===== src/rtl/me_feeder.sv =====
// ============================================================================
// Module      : me_feeder
// Description : Feeds a motion-estimation engine. It loads one 8x8 current
//               block (8 beats) and then one 23x23 search window (69 beats)
//               from a 64-bit pixel stream. Define ME_FEEDER_ABORT_EN to add
//               the abort_i port.
// Revision    : 1.0 - initial release
// ============================================================================
`default_nettype none

module me_feeder (
  input  logic         clk_i,
  input  logic         rst_i,
  input  logic         start_i,
`ifdef ME_FEEDER_ABORT_EN
  input  logic         abort_i,
`endif
  output logic         busy_o,
  input  logic         in_valid_i,
  output logic         in_ready_o,
  input  logic [63:0]  in_data_i,
  output logic         cur_valid_o,
  output logic [2:0]   cur_row_o,
  output logic [63:0]  cur_data_o,
  output logic         ref_valid_o,
  output logic [4:0]   ref_row_o,
  output logic [183:0] ref_data_o,
  output logic         done_o
);

  localparam logic [2:0] c_CUR_LAST  = 3'd7;
  localparam logic [4:0] c_REF_LAST  = 5'd22;
  localparam logic [1:0] c_BEAT_LAST = 2'd2;

  typedef enum logic [1:0] {
    ST_IDLE = 2'd0,
    ST_CUR  = 2'd1,
    ST_REF  = 2'd2,
    ST_DONE = 2'd3
  } state_t;

  state_t       r_state;
  state_t       w_state_nxt;
  logic [2:0]   r_cur_cnt;
  logic [1:0]   r_beat;
  logic [4:0]   r_ref_cnt;
  logic [127:0] r_ref_buf;
  logic         w_abort;
  logic         w_accept;

`ifdef ME_FEEDER_ABORT_EN
  assign w_abort = abort_i && ((r_state == ST_CUR) || (r_state == ST_REF));
`else
  assign w_abort = 1'b0;
`endif

  always_ff @(posedge clk_i) begin
    if (!rst_i) begin
      r_state <= ST_IDLE;
    end else begin
      r_state <= w_state_nxt;
    end
  end

  always_comb begin
    w_state_nxt = r_state;
    in_ready_o  = 1'b0;
    busy_o      = (r_state != ST_IDLE);
    done_o      = (r_state == ST_DONE);
    case (r_state)
      ST_IDLE: begin
        if (start_i) w_state_nxt = ST_CUR;
      end
      ST_CUR: begin
        // An aborting cycle must not accept a beat.
        in_ready_o = !w_abort;
        if (w_abort) begin
          w_state_nxt = ST_IDLE;
        end else if (in_valid_i && (r_cur_cnt == c_CUR_LAST)) begin
          w_state_nxt = ST_REF;
        end
      end
      ST_REF: begin
        in_ready_o = !w_abort;
        if (w_abort) begin
          w_state_nxt = ST_IDLE;
        end else if (in_valid_i && (r_beat == c_BEAT_LAST) && (r_ref_cnt == c_REF_LAST)) begin
          w_state_nxt = ST_DONE;
        end
      end
      ST_DONE: begin
        w_state_nxt = ST_IDLE;
      end
      default: begin
        w_state_nxt = ST_IDLE;
      end
    endcase
    w_accept = in_valid_i && in_ready_o;
  end

  always_ff @(posedge clk_i) begin
    if (!rst_i) begin
      r_cur_cnt   <= 3'd0;
      r_beat      <= 2'd0;
      r_ref_cnt   <= 5'd0;
      r_ref_buf   <= 128'd0;
      cur_valid_o <= 1'b0;
      cur_row_o   <= 3'd0;
      cur_data_o  <= 64'd0;
      ref_valid_o <= 1'b0;
      ref_row_o   <= 5'd0;
      ref_data_o  <= 184'd0;
    end else begin
      cur_valid_o <= 1'b0;
      ref_valid_o <= 1'b0;
      if ((r_state == ST_IDLE) || (r_state == ST_DONE) || w_abort) begin
        r_cur_cnt <= 3'd0;
        r_beat    <= 2'd0;
        r_ref_cnt <= 5'd0;
        r_ref_buf <= 128'd0;
      end else if (w_accept && (r_state == ST_CUR)) begin
        cur_valid_o <= 1'b1;
        cur_row_o   <= r_cur_cnt;
        cur_data_o  <= in_data_i;
        r_cur_cnt   <= r_cur_cnt + 3'd1;
      end else if (w_accept && (r_state == ST_REF)) begin
        case (r_beat)
          2'd0: begin
            r_ref_buf[63:0] <= in_data_i;
            r_beat          <= 2'd1;
          end
          2'd1: begin
            r_ref_buf[127:64] <= in_data_i;
            r_beat            <= 2'd2;
          end
          default: begin
            // Byte 7 of the third beat is padding and is dropped here.
            ref_data_o  <= {in_data_i[55:0], r_ref_buf};
            ref_row_o   <= r_ref_cnt;
            ref_valid_o <= 1'b1;
            r_beat      <= 2'd0;
            r_ref_cnt   <= r_ref_cnt + 5'd1;
          end
        endcase
      end
    end
  end

endmodule

`default_nettype wire


===== config.mk =====
export PLATFORM = sky130hd
export DESIGN_NAME = me_feeder
export DESIGN_NICKNAME = d
export VERILOG_FILES = /design/src/rtl/me_feeder.sv
export SDC_FILE = /design/constraint.sdc
export NUM_CORES = 1
export LEC_CHECK = 0
export ABC_AREA = 0
export ABC_CLOCK_PERIOD_IN_PS = 1900
export BUFFER_PORTS_ARGS = -buffer_cell sky130_fd_sc_hd__buf_4
export CORE_MARGIN = 2
export CORE_UTILIZATION = 48
export CTS_CLUSTER_DIAMETER = 40
export CTS_CLUSTER_SIZE = 25
export DETAILED_ROUTE_END_ITERATION = 6
export PLACE_DENSITY_LB_ADDON = 0.08
export SYNTH_ARGS = -nofsm -noshare
export SYNTH_HDL_FRONTEND = slang
export SYNTH_SLANG_ARGS = --single-unit

===== constraint.sdc =====
create_clock -name clk_i -period 1.9 [get_ports clk_i]
set_input_delay 0.285 -clock clk_i [delete_from_list [all_inputs] [get_ports clk_i]]
set_output_delay 0.285 -clock clk_i [all_outputs]
set_load 0.01 [all_outputs]

Word level (Yosys, flattened, before mapping)
Cells that the tools add are included.

Reductions and logical operators: 21. Bitwise logic cells: 5. Eq/ne operators: 10. Mux-type cells: 8. $add $sub $neg: 2.

Operators with widths (number): 3-bit AND reduction (4); 2-bit one-hot mux with 4 select lines (1); 2-bit == test, second input constant (3); 1-bit logical AND (6); 2-bit two-way mux (3); 2-bit != test, second input constant (3); 2-bit OR reduction (3); 5-bit by 1-bit adder with 5-bit output, second input constant (1); 5-bit == test, second input constant (1); 1-bit inverter (5); 2-bit by 1-bit == test with 1-bit output, second input constant (2); 2-bit logical NOT (2); 2-bit one-hot mux with 2 select lines (1); 2-bit AND reduction (2); 4-bit AND reduction (1); 4-bit OR reduction (1); 3-bit by 1-bit adder with 3-bit output, second input constant (1); 3-bit == test, second input constant (1); 1-bit two-way mux (3); 2-bit nonzero test (1); 1-bit logical OR (1).

Bits of input ports: 68. Bits in registers: 398. Output and inout port bits: 261.

Depth between registers and ports, before layout
Depth in word-level cells: 7. Gate-level depth with buffers: 9. Gate-level depth less buffers: 6.

Worst setup path after synthesis
Ideal clock, no wire load.

Path kind: register to register. From: register r_state[0]. To: register r_ref_buf[125]. Library setup time: 132 ps. Arrival: 1966 ps. Required time: 1768 ps. Setup slack: -198 ps. Cell stages (with the launch flop): 10. Period minus slack after synthesis: 2098 ps. Cells stage by stage: dfxtp_1 > inv_1 > ha_1 > and2_1 > buf_6 > or4b_4 > buf_6 > buf_6 > nand2_1 > a21oi_1.

Longest elaborated chain between the ends: 7. Elaborated cells on any way between the ends: 13. Classes of those cells: eq/ne (3); mux (1); bitwise (1); reduce/logical (8).

RTL lines: start, declared (line 42) `state_t r_state;`; start signal, assigned (line 61) `r_state <= w_state_nxt;`; 2-bit by 1-bit == test with 1-bit output / 2-bit == test (equally long branches) (line 70) `case (r_state)`; 2-bit OR reduction (no source line) *; 1-bit two-way mux * (line 70); net in_ready_o (line 20) `output logic in_ready_o,`; 1-bit logical AND * (line 98) `w_accept = in_valid_i && in_ready_o;`; 1-bit logical AND (line 121) `end else if (w_accept && (r_state == ST_CUR)) begin`; 1-bit inverter (no source line); 3-bit AND reduction (no source line) *; end signal, assigned (line 133) `r_ref_buf[127:64] <= in_data_i;`; end, declared (line 47) `logic [127:0] r_ref_buf;`.

Mark *: on every way through the listed nets, which the timed path passes. The rest lies on a longest branch. A chain may end at the register's enable or synchronous reset.

Worst setup path in the final report
From: register r_state[0]. To: register ref_data_o[28].

Longest elaborated chain between the ends: 7. Elaborated cells on any way between the ends: 13. Classes of those cells: eq/ne (3); mux (1); bitwise (2); reduce/logical (7).

RTL lines: 2-bit by 1-bit == test with 1-bit output / 2-bit == test (equally long branches) (line 70, 121, 126); 2-bit OR reduction (no source line); 1-bit two-way mux (line 70); 1-bit logical AND (line 98); 1-bit logical AND (line 121); 1-bit inverter (no source line); 4-bit AND reduction (no source line) *; end signal, assigned (line 138) `ref_data_o <= {in_data_i[55:0], r_ref_buf};`; end, declared (line 27) `output logic [183:0] ref_data_o,`.

Mark *: on every way between the ends. The rest lies on a longest branch, timed or not.

==> metrics <==
status finished with violations; violated checks negative setup slack; Worst Path Arrival 2.34 ns; H-tree lvl count 2; crit end category flip-flop; fin nets 2,168; flop2flop setup slack -0.02 ns; post-DR vias/cell just over 5; worst-skew pair later-pin latency 0.55 ns; Fmax achieved 520.1 MHz; Final Hold Viols 0; Hold Slack 0.01757 ns; Wirelength per Cell 17.07 um; Root Buffer Master clkbuf_16; DIE WIDTH around 180 um; Remaining DRCs 0; DR iter-0 viols 793; first-pass GRT wire length 62,240 um; final instance area about 0.02 mm2; All-Layer GR Usage 0.2435; Post-Syn Area per Cell 8.313 um2; Post-Syn Nets 1,826; Yosys cell types 31; Worst-Margin Slew 0.4173 ns; RePlAce Congestion 0.8199; Num CTS Buffers a little under 50; via count approximately 13,000; Max clock buf depth 3; Slew Viols, Final 0; final setup TNS -0.02280 ns; GRT overflow 0; Max Cap Viol 0; Initial Util 0.4895; RSZ-0062 raised after global routing yes; Min-Delay Path Class input pin to flip-flop; crit-path max FO 9; CTS tree done; ANT nets after route 0; Mapped Area 0.01455 mm2; Placed Instance Area 0.01751 mm2; final worst-path cycle share 1.012; Post-Place Setup Slack -0.08740 ns; Syn. warnings 0; most common cell after layout, fill and taps aside nand2_1; io pins roughly 330; die area 0.03172 mm2; cells after synthesis 1,750; die height 178.1 um; Final Skew 0.02191 ns; sequential area share after synthesis 0.5477; Rows 63; Pleak between 7 and 8 nW; Critical Setup Path Class flip-flop to flip-flop; startpoint types flip-flop; initial antenna violation count 0; n_diodes 0; CP required 2.32 ns; # clock sinks roughly 400; commonest non-fill, non-tap cells in the layout 769 x nand2_1, 396 x dfxtp_1, 347 x buf_4, 142 x a21boi_0, 131 x a21oi_1; HPWL Detailed between 20,000 and 30,000 um; worst setup margin -0.02280 ns; Detailed Route WL 43,000 um; Placed Cells incl. Taps 2,384; Layout Cells excl Fill 2,519; port buffer count 328; worst relative slew slack 0.7218; peak supply drop 0.7507 mV; router iterations before antenna repair 5; total power 20.80 mW; share of cells above drive strength 1 0.2400; largest net degree at the start of global routing 102; Placeable Area 0.02972 mm2; number of global-route vias before repair 11,701; final setup fails 1; final core occ 0.6742; P&R area growth vs syn 37.72%; clock slew seen by the registers of the worst setup and hold paths 0.06 ns; Synth Register Bits 398; pwr/cell area 1038 mW/mm2; min Tclk post-route ~1.9 ns
[layout make-up]
type	count	area, um2
clock buffers	63	1371
clock inverters	25	329.1
inverters	5	18.77
flip-flops and latches	398	7970
fillers	2410	9682
repair buffers	421	3842
well taps	390	488.0
multi-input cells	1217	6016
[cells by family after synthesis]
logic type	count (synthesis)	share of synthesized area
and+or+nand+nor	808	0.2129
DFF	398	0.5477
AOI/OAI and AO/OA	393	0.1803
buffers and inverters	137	0.04859
adders and majority gates	8	0.006881
xor gates and xnor gates	5	0.003010
muxes	1	0.0006881
[worst paths after layout]
path / from / endpoint / depth (start not counted)
max: r_state[0] / ref_data_o[28] / 8
min: in_data_i[44] / ref_data_o[172] / 3
max reg2reg: r_state[0] / ref_data_o[28] / 8
min reg2reg: r_ref_buf[87] / ref_data_o[87] / 2
[repair_timing]
action / 4_1_cts / 5_1_grt
resized for setup: 8 / 35
gates cloned: 2 / 21
buffers inserted: 3 / 4
endpoints found under the setup margin: 237 / 296
endpoints found under the hold margin: 29 / 0
hold buffers: 19 / 0
pin swaps: 0 / 5
[critical path, cell delays in order (launching register included)]
cell,delay (ns)
dfxtp_2,0.35
inv_2,0.06
ha_4,0.27
buf_6,0.13
nand2_8,0.07
or3_4,0.49
clkbuf_16,0.23
nand2_1,0.08
a21boi_0,0.10
[power breakdown]
| group | switching (mW) | internal, mW | leakage [nW] |
|---|---|---|---|
| registers | 0.0988 | 8.53 | 3.21 |
| clock network | 3.62 | 5.96 | 0.822 |
| logic | 1.60 | 0.991 | 3.52 |
| total | 5.32 | 15.5 | 7.55 |
[cells in the mapped netlist, drive strengths merged]
cell type  count  area share
inv            5      0.0013
xor2           1     0.00060
and2           4      0.0017
nor3           3      0.0010
a21oi        132       0.045
a211oi         1     0.00052
o31a           1     0.00060
or3            1     0.00043
or4            1     0.00052
a21boi       257        0.13
nor2           9      0.0023
or4b           1     0.00095
ha             8      0.0069
nand2        779        0.20
xnor2          4      0.0024
mux2i          1     0.00069
buf           61       0.029
nand3          2     0.00069
o21a           1     0.00052
clkbuf        71       0.018
a221oi         1     0.00060
nor4b          1      0.0010
nand4          3      0.0013
and3           3      0.0013
dfxtp        398        0.55
nor4           1     0.00043
[metal layers]
metal	vias to the layer above	share of wire	global-route usage
li1	6333	-	-
met1	6066	0.44	0.3258
met2	391	0.46	0.3928
met3	54	0.069	0.05627
met4	0	0.022	0.07104
met5	-	0	0
[sequential cells by signal, summed over array words and instances, names as in the netlist]
register / flops
cur_data_o: 64
cur_row_o: 3
cur_valid_o: 1
r_beat: 2
r_cur_cnt: 3
r_ref_buf: 128
r_ref_cnt: 5
r_state: 2
ref_data_o: 184
ref_row_o: 5
ref_valid_o: 1
(Power assumes the default switching activity.)
